==> src/rtl/lpc_pkg.sv <==
// Shared constants and types for the LPC frame controller.
// Register map, CTRL/STATUS bit layout and the frame-length clamp helper.
package lpc_pkg;

   localparam int LPC_ORDER         = 10;
   localparam int FRAME_LEN_DEFAULT = 240;
   localparam int LEN_W             = 10;

   localparam logic [3:0] REG_FRAME_LEN = 4'h0;
   localparam logic [3:0] REG_CTRL      = 4'h1;
   localparam logic [3:0] REG_STATUS    = 4'h2;
   localparam logic [3:0] REG_FRAME_CNT = 4'h3;
   localparam logic [3:0] REG_FREQ      = 4'h4;
   localparam logic [3:0] REG_A0        = 4'h5;
   localparam logic [3:0] REG_A10       = 4'hF;

   localparam int CTRL_EN       = 0;
   localparam int CTRL_IRQ_EN   = 1;
   localparam int CTRL_SOFT_CLR = 2;

   localparam int ST_BUSY    = 0;
   localparam int ST_READY   = 1;
   localparam int ST_OVERRUN = 2;
   localparam int ST_VOICED  = 3;

   typedef struct packed {
      logic [11:0] rsvd;
      logic        voiced;
      logic        overrun;
      logic        ready;
      logic        busy;
   } status_t;

   typedef enum logic {
      CALC_IDLE = 1'b0,
      CALC_RUN  = 1'b1
   } calc_state_t;

   function automatic logic [LEN_W-1:0] clamp_len(
      input logic [15:0] d,
      input int          lo,
      input int          hi
   );
      int dv;
      dv = int'(d);
      if (dv < lo) return LEN_W'(lo);
      if (dv > hi) return LEN_W'(hi);
      return d[LEN_W-1:0];
   endfunction

endpackage

==> src/rtl/lpc_frame_ctrl_if.sv <==
// Register access port of the LPC frame controller.
// Read data is registered and valid the cycle after read.
interface lpc_frame_ctrl_if;
   logic [15:0] address;
   logic        read;
   logic        write;
   logic [15:0] writedata;
   logic [15:0] readdata;

   modport master (
      output address, read, write, writedata,
      input  readdata
   );

   modport slave (
      input  address, read, write, writedata,
      output readdata
   );
endinterface

==> src/rtl/lpc_tick_sync.sv <==
// Brings the asynchronous d_clk into the clk domain and
// emits a single-cycle tick on each rising edge.
module lpc_tick_sync (
   input  logic clk,
   input  logic rst,
   input  logic d_clk,
   output logic tick
);

   logic [2:0] sr;

   always_ff @(posedge clk) begin
      if (rst) sr <= '0;
      else     sr <= {sr[1:0], d_clk};
   end

   // sr[1] is the second synchronizer stage, sr[2] its history
   assign tick = sr[1] & ~sr[2];

endmodule

==> src/rtl/lpc_frame_ctrl.sv <==
// Frame sequencer and register front-end for the LPC encoder:
// sample strobes, frame counting, calc handshake, register file.
module lpc_frame_ctrl
   import lpc_pkg::*;
#(
   parameter int DW        = 16,
   parameter int ORDER     = 10,
   parameter int FRAME_MAX = 512,
   parameter int FRAME_MIN = 16
) (
   input  logic                      clk,
   input  logic                      rst,
   input  logic                      d_clk,
   input  logic signed [DW-1:0]      x,
   input  logic                      v,
   lpc_frame_ctrl_if.slave           bus,
   output logic                      smp_valid,
   output logic [DW-1:0]             smp_data,
   output logic                      frame_start,
   output logic                      frame_end,
   output logic                      calc_start,
   input  logic                      calc_done,
   input  logic [(ORDER+1)*DW-1:0]   coef_in,
   input  logic                      voiced_in,
   input  logic [15:0]               freq_in,
   output logic                      frame_irq
);

   logic                   tick;
   logic [3:0]             addr;
   logic                   wr_len, wr_ctrl, rd_status, soft_clr;
   logic [LEN_W-1:0]       frame_len, len_active, idx;
   logic                   last;
   logic                   en, irq_en;
   logic                   ready, overrun, voiced;
   logic [15:0]            frame_cnt, freq;
   logic [(ORDER+1)*DW-1:0] coef;
   calc_state_t            state, state_nxt;
   logic                   start_nxt, done_acc, ov_set;
   status_t                st;
   logic [3:0]             ai;
   logic [15:0]            rd_mux;
   logic                   unused;

   lpc_tick_sync u_sync (
      .clk   (clk),
      .rst   (rst),
      .d_clk (d_clk),
      .tick  (tick)
   );

   assign addr      = bus.address[3:0];
   assign unused    = ^bus.address[15:4];
   assign wr_len    = bus.write && addr == REG_FRAME_LEN;
   assign wr_ctrl   = bus.write && addr == REG_CTRL;
   assign rd_status = bus.read && addr == REG_STATUS;
   assign soft_clr  = wr_ctrl && bus.writedata[CTRL_SOFT_CLR];
   assign last      = idx == len_active - LEN_W'(1);
   assign frame_irq = ready & irq_en;

   always_ff @(posedge clk) begin
      if (rst) begin
         smp_valid   <= 1'b0;
         smp_data    <= '0;
         frame_start <= 1'b0;
         frame_end   <= 1'b0;
         idx         <= '0;
         len_active  <= LEN_W'(FRAME_LEN_DEFAULT);
      end else begin
         smp_valid   <= 1'b0;
         frame_start <= 1'b0;
         frame_end   <= 1'b0;
         if (soft_clr || !en) begin
            idx <= '0;
         end else if (tick && v) begin
            smp_valid   <= 1'b1;
            smp_data    <= x;
            frame_start <= idx == '0;
            frame_end   <= last;
            idx         <= last ? '0 : idx + LEN_W'(1);
            // new length only applies from the next frame on
            if (last) len_active <= frame_len;
         end
      end
   end

   always_ff @(posedge clk) begin
      if (rst) begin
         state      <= CALC_IDLE;
         calc_start <= 1'b0;
      end else begin
         state      <= state_nxt;
         calc_start <= start_nxt;
      end
   end

   always_comb begin
      state_nxt = state;
      start_nxt = 1'b0;
      done_acc  = 1'b0;
      ov_set    = 1'b0;
      unique case (state)
         CALC_IDLE: begin
            if (frame_end) begin
               state_nxt = CALC_RUN;
               start_nxt = 1'b1;
            end
         end
         CALC_RUN: begin
            if (calc_done) begin
               done_acc = 1'b1;
               if (frame_end) start_nxt = 1'b1;
               else           state_nxt = CALC_IDLE;
            end else if (frame_end) begin
               ov_set = 1'b1;
            end
         end
      endcase
      if (soft_clr) begin
         state_nxt = CALC_IDLE;
         start_nxt = 1'b0;
         done_acc  = 1'b0;
         ov_set    = 1'b0;
      end
   end

   always_comb begin
      st         = '0;
      st.busy    = state == CALC_RUN;
      st.ready   = ready;
      st.overrun = overrun;
      st.voiced  = voiced;
   end

   always_comb begin
      rd_mux = '0;
      ai     = addr - REG_A0;
      unique case (1'b1)
         addr == REG_FRAME_LEN: rd_mux = 16'(frame_len);
         addr == REG_CTRL:      rd_mux = {14'd0, irq_en, en};
         addr == REG_STATUS:    rd_mux = st;
         addr == REG_FRAME_CNT: rd_mux = frame_cnt;
         addr == REG_FREQ:      rd_mux = freq;
         addr >= REG_A0:        rd_mux = 16'($signed(coef[ai*DW +: DW]));
      endcase
   end

   always_ff @(posedge clk) begin
      if (rst) begin
         frame_len    <= LEN_W'(FRAME_LEN_DEFAULT);
         en           <= 1'b0;
         irq_en       <= 1'b0;
         ready        <= 1'b0;
         overrun      <= 1'b0;
         voiced       <= 1'b0;
         frame_cnt    <= '0;
         freq         <= '0;
         coef         <= '0;
         bus.readdata <= '0;
      end else begin
         if (wr_len)
            frame_len <= clamp_len(bus.writedata, FRAME_MIN, FRAME_MAX);
         if (wr_ctrl && !bus.writedata[CTRL_SOFT_CLR]) begin
            en     <= bus.writedata[CTRL_EN];
            irq_en <= bus.writedata[CTRL_IRQ_EN];
         end
         if (rd_status) begin
            ready   <= 1'b0;
            overrun <= 1'b0;
         end
         if (ov_set) overrun <= 1'b1;
         if (done_acc) begin
            ready     <= 1'b1;
            voiced    <= voiced_in;
            freq      <= freq_in;
            coef      <= coef_in;
            frame_cnt <= frame_cnt + 16'd1;
         end
         if (soft_clr) begin
            ready     <= 1'b0;
            overrun   <= 1'b0;
            voiced    <= 1'b0;
            frame_cnt <= '0;
            freq      <= '0;
            coef      <= '0;
         end
         if (bus.read) bus.readdata <= rd_mux;
      end
   end

endmodule

==> src/flat_wrapper.sv <==
// flat-port wrapper written by rule: the top's interface ports become plain ports
module lpc_frame_ctrl_flat import lpc_pkg::*;
#(
   parameter int DW        = 16,
   parameter int ORDER     = 10,
   parameter int FRAME_MAX = 512,
   parameter int FRAME_MIN = 16
)
  (clk, rst, d_clk, x, v, smp_valid, smp_data, frame_start, frame_end, calc_start, calc_done, coef_in, voiced_in, freq_in, frame_irq, bus_address, bus_read, bus_write, bus_writedata, bus_readdata);
  lpc_frame_ctrl_if bus_i ();
  input  logic clk;
  input  logic rst;
  input  logic d_clk;
  input  logic signed [DW-1:0] x;
  input  logic v;
  output logic smp_valid;
  output logic [DW-1:0] smp_data;
  output logic frame_start;
  output logic frame_end;
  output logic calc_start;
  input  logic calc_done;
  input  logic [(ORDER+1)*DW-1:0] coef_in;
  input  logic voiced_in;
  input  logic [15:0] freq_in;
  output logic frame_irq;
  input wire logic [$bits(bus_i.address)-1:0] bus_address;
  input wire logic [$bits(bus_i.read)-1:0] bus_read;
  input wire logic [$bits(bus_i.write)-1:0] bus_write;
  input wire logic [$bits(bus_i.writedata)-1:0] bus_writedata;
  output wire logic [$bits(bus_i.readdata)-1:0] bus_readdata;
  assign bus_i.address = bus_address;
  assign bus_i.read = bus_read;
  assign bus_i.write = bus_write;
  assign bus_i.writedata = bus_writedata;
  assign bus_readdata = bus_i.readdata;
  lpc_frame_ctrl #(.DW(DW), .ORDER(ORDER), .FRAME_MAX(FRAME_MAX), .FRAME_MIN(FRAME_MIN)) u_core (.clk(clk), .rst(rst), .d_clk(d_clk), .x(x), .v(v), .bus(bus_i), .smp_valid(smp_valid), .smp_data(smp_data), .frame_start(frame_start), .frame_end(frame_end), .calc_start(calc_start), .calc_done(calc_done), .coef_in(coef_in), .voiced_in(voiced_in), .freq_in(freq_in), .frame_irq(frame_irq));
endmodule
==> config.mk <==
export PLATFORM = sky130hd
export DESIGN_NAME = lpc_frame_ctrl_flat
export DESIGN_NICKNAME = d
export VERILOG_FILES = /design/src/rtl/lpc_pkg.sv /design/src/rtl/lpc_frame_ctrl_if.sv /design/src/rtl/lpc_tick_sync.sv /design/src/rtl/lpc_frame_ctrl.sv /design/src/flat_wrapper.sv
export SDC_FILE = /design/constraint.sdc
export NUM_CORES = 1
export LEC_CHECK = 0
export CAP_MARGIN = 0
export CORE_MARGIN = 10
export CORE_UTILIZATION = 50
export CTS_CLUSTER_DIAMETER = 40
export DETAILED_ROUTE_END_ITERATION = 10
export PLACE_DENSITY_LB_ADDON = 0.25
export SLEW_MARGIN = 20
export SYNTH_ARGS = -nofsm -noshare
export SYNTH_HDL_FRONTEND = slang
export SYNTH_HIERARCHICAL = 1
export SYNTH_SLANG_ARGS = --single-unit
==> constraint.sdc <==
create_clock -name clk -period 4.38 [get_ports clk]
set_input_delay 0.876 -clock clk [delete_from_list [all_inputs] [get_ports clk]]
set_output_delay 0.876 -clock clk [all_outputs]
set_load 0.01 [all_outputs]
==> results.md <==
- Fillers: 2,028
- I/O pin total: 285
- Cell Chain, Critical Path: clkdlybuf4s50_1, inv_1, ha_2, buf_4, mux4_2, nand2_1, nand2_1, nand2_1, a21oi_1, a221o_1
- Top-area cell type share of the netlist area: 0.466
- Syn Nets: 1,713
- Setup TNS: 0 ns
- Synth Register Bits: 283
- Critical path's top delay family: buffers and inverters
- Fin util: 0.682
- Status: finished, final reports clean
- Clock latency on the worst-skew pair: 0.52 ns
- Layout cells sized above 1: 0.0883
- DRT Pass-1 Iters: 8
- Leakage: 5.59 nW
- Core area: 24,100 sq um
- Stages on worst setup path: 10
- DP HPWL: 26.6 mm
- Clock-pin slew on the worst setup and hold paths: 0.05 ns
- Total Wirelength: 37.5 mm
- Max Fanout on Critical Path: 32
- Worst VDD drop: 0.264 mV
- CP dominant cell by count: nand2_1
- Dpl ws: 0.524 ns
- Register area: 5670 sq um
- Post-synth EDFFs: 0
- Placer Congestion: 0.833
- Worst Min Path Start: u_core/u_sync/sr[0]
- Footprint of the multi-input gates: 6060 sq um
- Avg Inst Size Synth: 8.35 sq um
- Worst EP required: 4.77 ns
- Post-synth ARST share: 0
- Vias: 11.2k
- Post-CTS setup buffer count: 0
- Setup crit end kind: flop
- Die X: 176 microns
- Final Skew: 0.0204 ns
- Synthesized netlist cell count: 1,456
- Hold Path End: u_core/u_sync/sr[1]
- Initial Utilization: 0.504
- Antenna violations before repair: 2
- DRC: 0
- Slowest-stage cell, CP: clkdlybuf4s50_1
- Post-route ant nets: 0
- Post-synthesis sequential area ratio: 0.466
- Critical path class: in -> reg
- WP buf/inv: 3
- Synth cell types: 61
- Final worst slack: 1.04 ns
- Largest net degree at the start of global routing: 108
- Post-cts sizing count: 0
- CP Data Arrival Time: 3.73 ns
- WL/cell: 18.4 microns
- CTS tree: done
- Slowest stage delay, CP: 0.58 ns
- Layout area overhead: 35.2%
- Top post-synthesis cells by area: dfxtp_1 47%, nand2_1 15%, a21oi_1 9.7%
- Minimum clock period: 3.34 ns
- Post-synth top area cell: dfxtp_1
- IO buf count: 272
- Worst r2r dst: u_core/len_active[5]
- Row cnt: 57
- CP startpoint kind: input port
- Slew margin rel.: 0.280
- Starting DRC count in detailed routing: 1,030
- RSZ-0062 raised after global routing: no
- Total global-route track usage: 0.233
- Min-Delay Path Class: reg -> reg
- Worst slew pin tran: 1.08 ns
- Reg2Reg Depth: 6
- Root buf cell: clkbuf_16
- Reg2reg start: u_core/len_active[0]
- Max Cap Viol: 0
- Die Y: 176 microns
- Setup-failing EPs final: 0
- Hold_buf cts: 0
- Most common flop cell mapped by yosys: dfxtp_1
- Max Clk Rate: 300 MHz
- Fin. Hold Viols: 0
- Final worst-path cycle share: 0.762
- First-pass GRT wire length: 58.6 mm
- Cell Area, Synth: 12,200 sq um
- Vias per cell: 5.48
- Sink Count: 283
- CTS Buf Count: 39
- Count leader, synth: nand2_1
- Clk buf depth: 3
- WHS Path Cells: 1
- Full die area: 31,000 sq um
- Synth top cells by count: 473 x nand2_1, 283 x dfxtp_1, 235 x a21oi_1
- Remaining global-route overflow: 0
- R2R Setup Slk: 1.92 ns
- Ys Warns: 6
- PwrDens: 382 nW/um^2
- Max Slew Vio Count: 0
- H-tree depth: 2
- Final #Nets: 1,939
- Vias in the first global route: 11.2k
==> layer usage <==
metal  share of wire  GRT usage
met5         0.00035          0
met4           0.025     0.0759
met3           0.079     0.0585
met2            0.49      0.392
met1            0.41      0.286
==> through the flow <==
| step | total power (W) | cell area [sq um] | std cells | hold WS, ns |
|---|---|---|---|---|
| 4_1_cts | 0.00632 | 16400 | 2034 | 0.448 |
| 3_5_place_dp | 0.00304 | 15100 | 1965 | 0.436 |
| 2_1_floorplan | 0.00277 | 12200 | 1456 | 0.414 |
| 6_report | 0.00628 | 16400 | 2035 | 0.445 |
| 5_1_grt | 0.00646 | 16400 | 2035 | 0.467 |
| 3_3_place_gp | 0.00304 | 15100 | 1965 | 0.421 |
==> power breakdown <==
group	total, W	internal [W]	switching, W
clock	0.00330	0.00212	0.00118
sequential	0.00258	0.00258	0.00000319
combinational	0.000402	0.000236	0.000166
total	0.00628	0.00493	0.00135
==> worst max path at each step <==
stage                              start                      end  slack (ns)
after floorplan           bus_address[0]  u_core/bus.readdata[10]        0.77
after detailed placement  bus_address[1]   u_core/bus.readdata[8]        0.52
after global placement    bus_address[1]   u_core/bus.readdata[8]        0.59
after CTS                 bus_address[1]   u_core/bus.readdata[7]        1.07
final                     bus_address[1]   u_core/bus.readdata[7]        1.04
after global routing      bus_address[1]   u_core/bus.readdata[3]        0.89
==> kinds of logic after synthesis <==
family | synth area share
AO/OA/AOI/OAI | 0.171
XOR/XNOR | 0.0267
adder cells (fa/ha/maj) | 0.00926
buffers and inverters | 0.0370
flip-flops | 0.466
multiplexers | 0.0823
AND/OR/NAND/NOR | 0.208
==> cells in the final DEF, fill, tap and decap left out, types with 15 or more instances in the layout <==
master	n
a21oi_1	235
nor2_1	51
xnor2_1	23
mux4_2	32
clkdlybuf4s50_1	270
mux2_2	16
a222oi_1	15
inv_1	15
nand2_1	472
dfxtp_1	283
clkbuf_16	41
a22o_1	24
==> sequential cells by signal (all words and copies together) (netlist names), 3 cells and up <==
register,count
u_core/len_active,10
u_core/frame_len,10
u_core/coef,176
u_core/idx,10
u_core/bus.readdata,16
u_core/freq,16
u_core/frame_cnt,16
u_core/u_sync/sr,3
u_core/smp_data,16
==> final cells by class <==
type                       count  area share
multi-input combinational   1055       0.369
timing repair buffer         288       0.175
clock buffer                  46      0.0654
sequential                   283       0.345
clock inverter                23      0.0182
inverter                      15     0.00343
tap                          324      0.0247
antenna                        1    0.000152
Power figures use the tool's default switching activity.
